$ cat src/rtl/mole_ctrl.sv
// Whack-a-mole round controller: picks a hole from the LFSR value, lights it
// for a bounded time, judges key presses, and keeps score, lives and rounds.
module mole_ctrl #(
  parameter int TICK_DIV   = 50000,
  parameter int SHOW_TICKS = 800,
  parameter int GAP_TICKS  = 300,
  parameter int LIVES      = 3,
  parameter int ROUNDS     = 30
) (
  input  logic       clk,
  input  logic       rst,
  input  logic       start,
  input  logic [3:0] rnd,
  input  logic [7:0] key,
  output logic [7:0] mole,
  output logic [7:0] score,
  output logic [2:0] lives,
  output logic [7:0] round_cnt,
  output logic       hit_pulse,
  output logic       miss_pulse,
  output logic       game_over,
  output logic [2:0] state
);

  localparam int PW   = $clog2(TICK_DIV);
  localparam int MAXT = (SHOW_TICKS > GAP_TICKS) ? SHOW_TICKS : GAP_TICKS;
  localparam int TW   = $clog2(MAXT + 1);

  localparam logic [PW-1:0] DIV_LAST   = PW'(TICK_DIV - 1);
  localparam logic [TW-1:0] SHOW_LAST  = TW'(SHOW_TICKS - 1);
  localparam logic [TW-1:0] GAP_LAST   = TW'(GAP_TICKS - 1);
  localparam logic [2:0]    LIVES_INIT = 3'(LIVES);
  localparam logic [7:0]    ROUNDS_END = 8'(ROUNDS);

  typedef enum logic [2:0] {
    IDLE = 3'd0,
    PICK = 3'd1,
    SHOW = 3'd2,
    GAP  = 3'd3,
    OVER = 3'd4
  } state_t;

  state_t        state_q;
  logic [7:0]    mole_q;
  logic [7:0]    score_q;
  logic [2:0]    lives_q;
  logic [7:0]    round_q;
  logic          hit_q;
  logic          miss_q;
  logic [2:0]    last_hole_q;
  logic [PW-1:0] presc_q;
  logic [TW-1:0] timer_q;

  logic [2:0]    hole_d;
  logic [7:0]    round_d;
  logic          tick;
  logic          show_done;
  logic          gap_done;
  logic          key_hit;
  logic          key_any;

  // Tick strobe and end-of-phase detection; the timer counts completed ticks,
  // so a phase ends on the tick that would bring it to its tick budget.
  assign tick      = (presc_q == DIV_LAST);
  assign show_done = tick && (timer_q == SHOW_LAST);
  assign gap_done  = tick && (timer_q == GAP_LAST);
  assign key_hit   = |(key & mole_q);
  assign key_any   = |key;
  assign round_d   = round_q + 8'd1;

  // Candidate hole from the random value, bumped by one to avoid lighting the
  // same hole twice in a row.
  always_comb begin
    hole_d = rnd[2:0];
    if (hole_d == last_hole_q) begin
      hole_d = hole_d + 3'd1;
    end
  end

  // Game FSM with all outputs registered; later assignments in a branch
  // override the default timer advance when a phase is entered or left.
  always_ff @(posedge clk) begin
    if (rst) begin
      state_q     <= IDLE;
      mole_q      <= 8'd0;
      score_q     <= 8'd0;
      lives_q     <= LIVES_INIT;
      round_q     <= 8'd0;
      hit_q       <= 1'b0;
      miss_q      <= 1'b0;
      last_hole_q <= 3'd0;
      presc_q     <= '0;
      timer_q     <= '0;
    end else begin
      hit_q  <= 1'b0;
      miss_q <= 1'b0;

      if (state_q == SHOW || state_q == GAP) begin
        if (tick) begin
          presc_q <= '0;
          timer_q <= timer_q + 1'b1;
        end else begin
          presc_q <= presc_q + 1'b1;
        end
      end else begin
        presc_q <= '0;
        timer_q <= '0;
      end

      case (state_q)
        IDLE, OVER: begin
          mole_q <= 8'd0;
          if (start) begin
            score_q <= 8'd0;
            lives_q <= LIVES_INIT;
            round_q <= 8'd0;
            state_q <= PICK;
          end
        end

        PICK: begin
          mole_q <= 8'd0;
          if (rnd != 4'd0) begin
            mole_q      <= 8'd1 << hole_d;
            last_hole_q <= hole_d;
            presc_q     <= '0;
            timer_q     <= '0;
            state_q     <= SHOW;
          end
        end

        SHOW: begin
          if (key_hit) begin
            if (score_q != 8'hFF) begin
              score_q <= score_q + 8'd1;
            end
            hit_q   <= 1'b1;
            mole_q  <= 8'd0;
            presc_q <= '0;
            timer_q <= '0;
            state_q <= GAP;
          end else if (key_any || show_done) begin
            if (lives_q != 3'd0) begin
              lives_q <= lives_q - 3'd1;
            end
            miss_q  <= 1'b1;
            mole_q  <= 8'd0;
            presc_q <= '0;
            timer_q <= '0;
            state_q <= GAP;
          end
        end

        GAP: begin
          mole_q <= 8'd0;
          if (gap_done) begin
            round_q <= round_d;
            presc_q <= '0;
            timer_q <= '0;
            if (lives_q == 3'd0 || round_d == ROUNDS_END) begin
              state_q <= OVER;
            end else begin
              state_q <= PICK;
            end
          end
        end

        default: begin
          mole_q  <= 8'd0;
          state_q <= IDLE;
        end
      endcase
    end
  end

  assign mole       = mole_q;
  assign score      = score_q;
  assign lives      = lives_q;
  assign round_cnt  = round_q;
  assign hit_pulse  = hit_q;
  assign miss_pulse = miss_q;
  assign game_over  = (state_q == OVER);
  assign state      = state_q;

endmodule
$ cat config.mk
export PLATFORM = sky130hd
export DESIGN_NAME = mole_ctrl
export DESIGN_NICKNAME = d
export VERILOG_FILES = /design/src/rtl/mole_ctrl.sv
export SDC_FILE = /design/constraint.sdc
export NUM_CORES = 1
export LEC_CHECK = 0
export BUFFER_PORTS_ARGS = -buffer_cell sky130_fd_sc_hd__buf_2
export CAP_MARGIN = 15
export CORE_MARGIN = 1
export CORE_UTILIZATION = 35
export CTS_CLUSTER_DIAMETER = 40
export CTS_CLUSTER_SIZE = 16
export DETAILED_ROUTE_END_ITERATION = 10
export GPL_ROUTABILITY_DRIVEN = 1
export GPL_TIMING_DRIVEN = 0
export PLACE_DENSITY_LB_ADDON = 0.25
export SYNTH_ARGS = -nofsm -noshare
export SYNTH_HDL_FRONTEND = slang
export SYNTH_SLANG_ARGS = --single-unit
$ cat constraint.sdc
create_clock -name clk -period 1.98 [get_ports clk]
set_input_delay 0.297 -clock clk [delete_from_list [all_inputs] [get_ports clk]]
set_output_delay 0.297 -clock clk [all_outputs]
set_load 0.01 [all_outputs]
==> reports/metrics.yaml, run 1 <==
run_status: "complete, but fails checks"
violations: "design-rule violations, negative setup slack"
htreeDepth: 3
netlist.area_leader.share_pct: 38.1
crit_chain: "or3b_4, or4_4, or2_4, a21oi_4, buf_6, nor3_2"
start_kind: "flip-flop"
nets: 474
synthTopCellsByCount: "61 x dfxtp_1, 48 x nor2_1, 20 x nor3_1"
crit_type: "reg -> reg"
grt_setup_unrepaired: "yes"
min_period_ns: 2.03
syn-num-nets: 397
ys_seq_elements: 61
coreArea_sq_um: 8810
clock-sinks: 61
antenna_found_initial: 0
grt_pass1_vias: 2833
slew_headroom_pct: 34.7
drc: 6
yosys.area.top_type: "dfxtp_1"
clk_pin_slew_ns: 0.07
synth_cells: 372
fin_util_pct: 48.2
hp-class: "in -> reg"
syn_area_per_cell_sq_um: 8.62
fin_tns_setup_ns: -0.328
rows: 34
antenna_left: 0
fin_worst_skew_ns: 0.00625
grt_pass1_wl_um: 13500
hold_viol: 0
hold_slack_ns: 0.302
power.density_nw_per_um2: 788
final.fill_count: 865
p_leak_nw: 1.65
fmax_mhz: 493
drt-total-wl_um: 8240
synth_area_sq_um: 3210
drtIter0Drc: 115
layout-drive-gt1-share_pct: 31.6
design_power_total_w: 0.00334
synth-main-ff-cell: "dfxtp_1"
ir_worst_vdd_mv: 0.294
period_share_pct: 102
yosysMostFrequentCell: "dfxtp_1"
cts_tree: "yes"
synth_edf_count: 0
max-cap-violations: 0
start_util_pct: 36.4
cts_max_path_buffers: 2
setup_ws_ns: -0.0490
cts-root-buf: "clkbuf_8"
port_buffers: 46
ys_top_cells_by_area: "dfxtp_1 38%, nor2_1 5.6%, xnor2_1 4.6%, ha_1 3.9%, nor3_1 3.1%"
r2r_slack_ns: -0.05
viasPerCell: 5.43
post_drt_wl_per_cell_um: 14.7
die_height_um: 97.7
tightest_slew_ns: 0.979
critical_path_arrival_ns: 2.22
grtUsageTotal_pct: 17.4
cp.required_ns: 2.17
grt.overflow.total: 0
hpwl_um: 5570
yosysWarningCount: 0
cp_max_fo: 5
diodes: 0
grt_max_degree: 11
dp.cells: 526
yosysSeqAreaShare_pct: 38.1
syn2layout_area_growth_pct: 32.5
dieArea_sq_um: 9550
cp_top_family: "simple AND/OR/NAND/NOR gates"
max_stage_delay_ns: 0.44
layoutNonFillerInstCount: 561
cp_slowest_cell: "or4_4"
crit_buf_inv: 1
ys_types: 58
endpoint_kind: "flip-flop"
dr.pass1.iters: 7
cts-buffers-inserted: 9
setup_viol: 11
async_flop_share_pct: 0
io_pins: 48
die_width_um: 97.7
worstSkewPairLatency_ns: 0.34
drv_slew: 0
place.gp.congestion: 0.850
via_count: 3048
## through the flow
stage	worst slack, ns	area (sq um)
finish	-0.0490	4250
floorplan	-0.0391	3220
detailed placement	-0.444	3590
CTS	-0.0133	4060
global route	-0.108	4250
global placement	-0.428	3590
## metal layers
metal  up-vias  global-route usage (%)  part of all wire (%)
met5         -                       0                     0
met4         0                    5.94                   1.5
met3        12                    4.39                   3.9
met2        63                    26.2                    45
met1      1454                    24.2                    49
li1       1519                       -                     -
## placed cells by master (no fill, tap or decap), drive strengths merged, types with 7 or more instances in the layout
| master | n |
|---|---|
| buf | 71 |
| dfxtp | 61 |
| nor2 | 48 |
| clkbuf | 20 |
| nor3 | 20 |
| xnor2 | 17 |
| inv | 15 |
| nand2 | 14 |
| a21oi | 14 |
| nand4 | 12 |
| nand3 | 12 |
| xor2 | 11 |
| o21ai | 10 |
| ha | 10 |
| a32oi | 8 |
| or3 | 8 |
| and3 | 7 |
| and4 | 7 |
## power breakdown
group | internal, W | switching (W)
registers | 0.00126 | 0.0000341
logic | 0.000290 | 0.000360
clock network | 0.000896 | 0.000500
total | 0.00245 | 0.000894
## path summary, 6_finish.rpt
| check | startpoint | to | depth (start not counted) |
|---|---|---|---|
| max | timer_q[7] | timer_q[6] | 6 |
| min | start | state[2] | 3 |
| max reg2reg | timer_q[7] | timer_q[6] | 6 |
| min reg2reg | presc_q[0] | presc_q[0] | 1 |
## state kept, by name (all words and copies together) (netlist names)
register,count
mole,8
presc_q,16
state,3
hit_pulse,1
miss_pulse,1
timer_q,10
last_hole_q,3
score,8
lives,3
round_cnt,8
## what timing repair did
action / in CTS / in global routing
buffers inserted: 15 / 6
hold buffers: 0 / 0
gates cloned: 1 / 0
resized for setup: 35 / 32
pin swaps: 7 / 17
endpoints found under the setup margin: 54 / 41
## worst register-to-register path, stage by stage (launching register included)
cell	delay (ns)
dfxtp_2	0.33
or3b_4	0.39
or4_4	0.44
or2_4	0.27
a21oi_4	0.22
buf_6	0.19
nor3_2	0.05
## final cells by class
cell class,instances,area (sq um),area share (%)
multi-input cells,282,2090,49.2
flip-flops and latches,61,1240,29.3
repair buffers,68,415,9.78
clock buffers,11,151,3.57
well taps,108,135,3.18
clock inverters,4,95.1,2.24
plain buffers,12,60.1,1.41
inverters,15,56.3,1.33
## logic make-up (layout without fill, tap and decap cells)
logic type	count (synthesis)	after routing	synth area share (%)
XOR/XNOR	28	28	7.65
multiplexers	8	8	2.58
AO/OA/AOI/OAI	66	66	14.6
buffers and inverters	29	110	3.67
AND/OR/NAND/NOR	170	170	29.5
adder cells (fa/ha/maj)	10	10	3.90
flip-flops	61	61	38.1
Power figures use the tool's default switching activity.
==> run 2: changes to the inputs <==
- BUFFER_PORTS_ARGS: -buffer_cell sky130_fd_sc_hd__buf_2 -> unset
- DONT_BUFFER_PORTS: unset -> 1
==> run 2 against run 1 <==
The run still ends with design-rule violations, negative setup slack left. Register-to-register slack got worse by 0.03 ns. Cell area decreased by 8.6%. Setup slack got worse by 0.028 ns. Global-route usage grew 0.23 points. Worst hold slack got worse by 0.16 ns. Via count down 6.0%. Final cell count fell by 8.7%. Die area is the same. Fmax fell by 1.4%. First-iteration DRC count fell by 6.1%. Clock-buffer cell count up 2. Critical path type unchanged.
==> reports/metrics.yaml, run 2 (synthesis results as in run 1) <==
cp_slowest_cell: "or4_4"
tightest_slew_ns: 0.706
r2r_slack_ns: -0.08
final_cell_mix: "50 x dfxtp_1, 48 x nor2_1, 19 x buf_4, 17 x xnor2_1, 15 x inv_1"
clk_pin_slew_ns: 0.07
cp_max_fo: 3
cts_max_path_buffers: 2
antenna_found_initial: 0
grtUsageTotal_pct: 17.6
critical_path_arrival_ns: 2.30
post_drt_wl_per_cell_um: 16.1
largest-register: "presc_q"
start_util_pct: 36.4
largest_register_ff_count: 16
ff_latch_area_sq_um: 1240
r2r-end: "state[0]"
via_count: 2864
max-cap-violations: 0
grt_pass1_wl_um: 13400
diodes: 0
p_leak_nw: 1.30
io_pins: 48
drt-total-wl_um: 8220
max_stage_delay_ns: 0.44
coreArea_sq_um: 8810
crit_chain: "or3b_4, or4_4, or2_4, a2111o_1, o311ai_2"
violations: "design-rule violations, negative setup slack"
dieArea_sq_um: 9550
fin_util_pct: 44.1
crit_type: "reg -> reg"
reg2reg_depth: 5
nets: 425
crit_buf_inv: 0
setup_viol: 5
syn2layout_area_growth_pct: 21.1
drc: 7
slew_headroom_pct: 53.0
die_height_um: 97.7
drv_slew: 0
die_width_um: 97.7
hold_path_end: "state[2]"
worstSkewPairLatency_ns: 0.35
cts_tree: "yes"
htreeDepth: 3
drtIter0Drc: 108
antenna_left: 0
cts-buffers-inserted: 9
port_buffers: 0
grt.overflow.total: 0
final.fill_count: 867
hold_slack_ns: 0.147
fmax_mhz: 486
layout-drive-gt1-share_pct: 23.5
grt_max_degree: 11
cts-root-buf: "clkbuf_8"
cp_top_family: "simple AND/OR/NAND/NOR gates"
run_status: "complete, but fails checks"
r2r-start: "timer_q[7]"
hp-class: "in -> reg"
cp.required_ns: 2.22
place.gp.congestion: 0.857
ir_worst_vdd_mv: 0.284
grt_setup_unrepaired: "yes"
whs_path_depth: 2
final_common_cell: "dfxtp_1"
min_period_ns: 2.06
hpwl_um: 5430
fin_worst_skew_ns: 0.00891
hold_start: "start"
period_share_pct: 104
start_kind: "flip-flop"
power.density_nw_per_um2: 728
grt_pass1_vias: 2717
setup_ws_ns: -0.0771
viasPerCell: 5.59
endpoint_kind: "flip-flop"
hold_viol: 0
rows: 34
largestRegisters: "presc_q (16), timer_q (10)"
multi_input_area_sq_um: 2070
dr.pass1.iters: 7
clock-sinks: 61
[run 2: cell count changes in the layout (fill, tap and decap cells not counted), sizes merged]
cell and change:
buf -48, clkinv +1, clkbuf +1, bufinv -3
[run 2: worst max-delay path by stage]
stage | startpoint | end | slack [ns] | cells past startpoint
after floorplan | state[0] | score[1] | -0.04 | 8
after global placement | presc_q[10] | presc_q[6] | -0.43 | 5
after detailed placement | presc_q[10] | presc_q[13] | -0.43 | 5
after CTS | state[0] | score[6] | -0.03 | 7
after global routing | timer_q[4] | state[0] | -0.11 | 5
final | timer_q[7] | state[0] | -0.08 | 5
[run 2: timing repair]
item | in CTS | in global routing
buffers inserted | 14 | 3
pin swaps | 8 | 14
endpoints found under the setup margin | 54 | 47
resized for setup | 32 | 37
cloned | 1 | 1
hold buffers | 0 | 0
[run 2: final cells by class]
type                            instances  share of cell area, %
Multi-Input combinational cell        282                   53.4
Timing Repair Buffer                   19                   3.71
Sequential cell                        61                   32.1
Buffer                                 12                   1.81
Clock buffer                           13                   3.84
Clock inverter                          2                  0.258
Tap cell                              108                   3.48
Inverter                               15                   1.45
[run 2: per-layer routing]
| metal | global-route usage, % | wire, um |
|---|---|---|
| met5 | 0 | 0 |
| met2 | 26.4 | 3660 |
| met3 | 6.26 | 478 |
| met1 | 23.8 | 3990 |
| met4 | 5.24 | 92 |
[run 2: metrics by stage]
stage	total power [W]	TNS, ns	area (sq um)	setup WS (ns)	std cells
floorplan	0.00166	-0.0391	3220	-0.0391	372
finish	0.00283	-0.119	3880	-0.0771	512
CTS	0.00280	-0.218	3730	-0.0311	510
global placement	0.00176	-12.35	3360	-0.427	480
detailed placement	0.00177	-12.61	3360	-0.427	480
global route	0.00296	-0.672	3880	-0.109	512
[run 2: worst register-to-register path, cell delays in order, from the launching register on]
cell and delay (ns):
dfxtp_2 0.32, or3b_4 0.39, or4_4 0.44, or2_4 0.27, a2111o_1 0.44, o311ai_2 0.08
[run 2: where the power goes]
part | switching (W) | internal [W] | leakage [nW] | total [W]
Clock | 0.000487 | 0.000479 | 0.0833 | 0.000966
Combinational | 0.000324 | 0.000226 | 0.716 | 0.000551
Sequential | 0.0000480 | 0.00126 | 0.499 | 0.00131
==> run 3: changes to the inputs <==
- clock period: 1.98 -> 2.5 ns (I/O delays scaled with it)
==> run 3 against run 2 <==
The run ends with design-rule violations left. Critical path depth rose by 2. Power fell by 22%. Die area did not move. Register-to-register slack improved by 0.24 ns. First-iteration DRC count fell by 9.3%. Flip-flop and latch count did not move. Setup slack improved by 0.24 ns. Core utilization fell by 3.9 points. Highest routed layer unchanged.
==> reports/metrics.yaml, run 3 (synthesis results as in run 1) <==
port_buffers: 0
via_count: 2735
reg2reg_depth: 7
largest-register: "presc_q"
clock-sinks: 61
cp_top_family: "simple AND/OR/NAND/NOR gates"
syn2layout_area_growth_pct: 10.5
crit_path_frequent_cell: "buf_2"
switching_power_w: 0.000620
tightest_slew_ns: 0.583
antenna_found_initial: 0
crit_buf_inv: 2
cp.required_ns: 2.71
drc: 6
grt_max_degree: 11
ff_latch_area_sq_um: 1220
dieArea_sq_um: 9550
critical_path_arrival_ns: 2.55
die_width_um: 97.7
drt-total-wl_um: 7560
final_cell_mix: "61 x dfxtp_1, 48 x nor2_1, 20 x nor3_1, 17 x xnor2_1, 15 x inv_1"
fin_worst_skew_ns: 0.0117
cts_tree: "yes"
cts-root-buf: "clkbuf_8"
p_leak_nw: 1.19
coreArea_sq_um: 8810
r2r-end: "score[1]"
layout-drive-gt1-share_pct: 8.79
fin_tns_setup_ns: 0
drtIter0Drc: 98
final_common_cell: "dfxtp_1"
crit_type: "reg -> reg"
endpoint_kind: "flip-flop"
diodes: 0
r2r_slack_ns: 0.17
internal_power_w: 0.00159
place.gp.congestion: 0.803
grt_pass1_wl_um: 12900
cts_hold_buffers: 0
hpwl_um: 5590
dr.pass1.iters: 8
cts_max_path_buffers: 2
hp-class: "in -> reg"
setup_viol: 0
cts-buffers-inserted: 9
max-cap-violations: 0
start_util_pct: 36.4
hold_slack_ns: 0.227
grt_setup_unrepaired: "no"
viasPerCell: 5.53
violations: "design-rule violations"
power.density_nw_per_um2: 625
grt.overflow.total: 0
cp_slowest_cell: "dfxtp_1"
antenna_left: 0
largestRegisters: "presc_q (16), timer_q (10)"
hold_viol: 0
hold_start: "start"
htreeDepth: 3
nets: 409
start_kind: "flip-flop"
p_clk_share_pct: 38.3
drv_slew: 0
run_status: "complete, but fails checks"
worstSkewPairLatency_ns: 0.34
p_comb_share_pct: 14.9
switching_share_pct: 28.0
slew_headroom_pct: 61.1
design_power_total_w: 0.00221
whs_path_depth: 2
setup_ws_ns: 0.166
period_share_pct: 93.4
min_period_ns: 2.33
fin_util_pct: 40.2
max_stage_delay_ns: 0.53
clk_pin_slew_ns: 0.07
hold_path_end: "state[2]"
seq_power_share_pct: 46.8
post_drt_wl_per_cell_um: 15.3
cp_max_fo: 10
multi_input_area_sq_um: 1880
die_height_um: 97.7
grtUsageTotal_pct: 16.9
final.fill_count: 925
r2r-start: "state[1]"
grt_pass1_vias: 2656
largest_register_ff_count: 16
post-place-ws_ns: 0.0263
crit_chain: "or3b_1, buf_2, or3_1, o211ai_1, buf_2, mux2i_1, nor2_1"
fmax_mhz: 428
io_pins: 48
rows: 34
ir_worst_vdd_mv: 0.183
run 3: repair_timing:
item,4_1_cts,5_1_grt
buffers inserted,0,1
gates resized for setup,0,3
setup endpoints to repair,0,22
endpoints found under the hold margin,0,0
run 3: layout make-up:
cell class                      count  share of cell area, %
Buffer                             14                   1.73
Clock buffer                       12                   4.10
Clock inverter                      2                  0.989
Inverter                           15                   1.59
Multi-Input combinational cell    282                   53.1
Sequential cell                    61                   34.5
Tap cell                          108                   3.82
Timing Repair Buffer                1                  0.212
run 3: worst max-delay path by stage:
stage / start / to / cells after the start
after global routing: state[1] / score[1] / 7
after floorplan: state[0] / score[1] / 8
after detailed placement: presc_q[10] / presc_q[11] / 5
after CTS: presc_q[10] / presc_q[7] / 5
final: state[1] / score[1] / 7
after global placement: presc_q[10] / presc_q[6] / 5
run 3: routing by layer:
metal | routed length (um) | track usage (%) | vias up
li1 | - | - | 1398
met1 | 3530 | 21.4 | 1275
met2 | 3350 | 25.4 | 53
met3 | 585 | 7.48 | 9
met4 | 99 | 6.06 | 0
met5 | 0 | 0 | -
run 3: power groups by stage:
| stage | Combinational (W) | Sequential, W | Clock, W |
|---|---|---|---|
| finish | 0.000329 | 0.00104 | 0.000848 |
| global route | 0.000373 | 0.00104 | 0.000920 |
| CTS | 0.000327 | 0.00104 | 0.000872 |
| detailed placement | 0.000326 | 0.00106 | 0 |
| global placement | 0.000323 | 0.00106 | 0 |
| floorplan | 0.000254 | 0.00105 | 0 |
run 3: through the flow:
stage	cell area (sq um)	std cells
global placement	3340	480
floorplan	3210	372
CTS	3520	494
finish	3540	495
global route	3540	495
detailed placement	3340	480
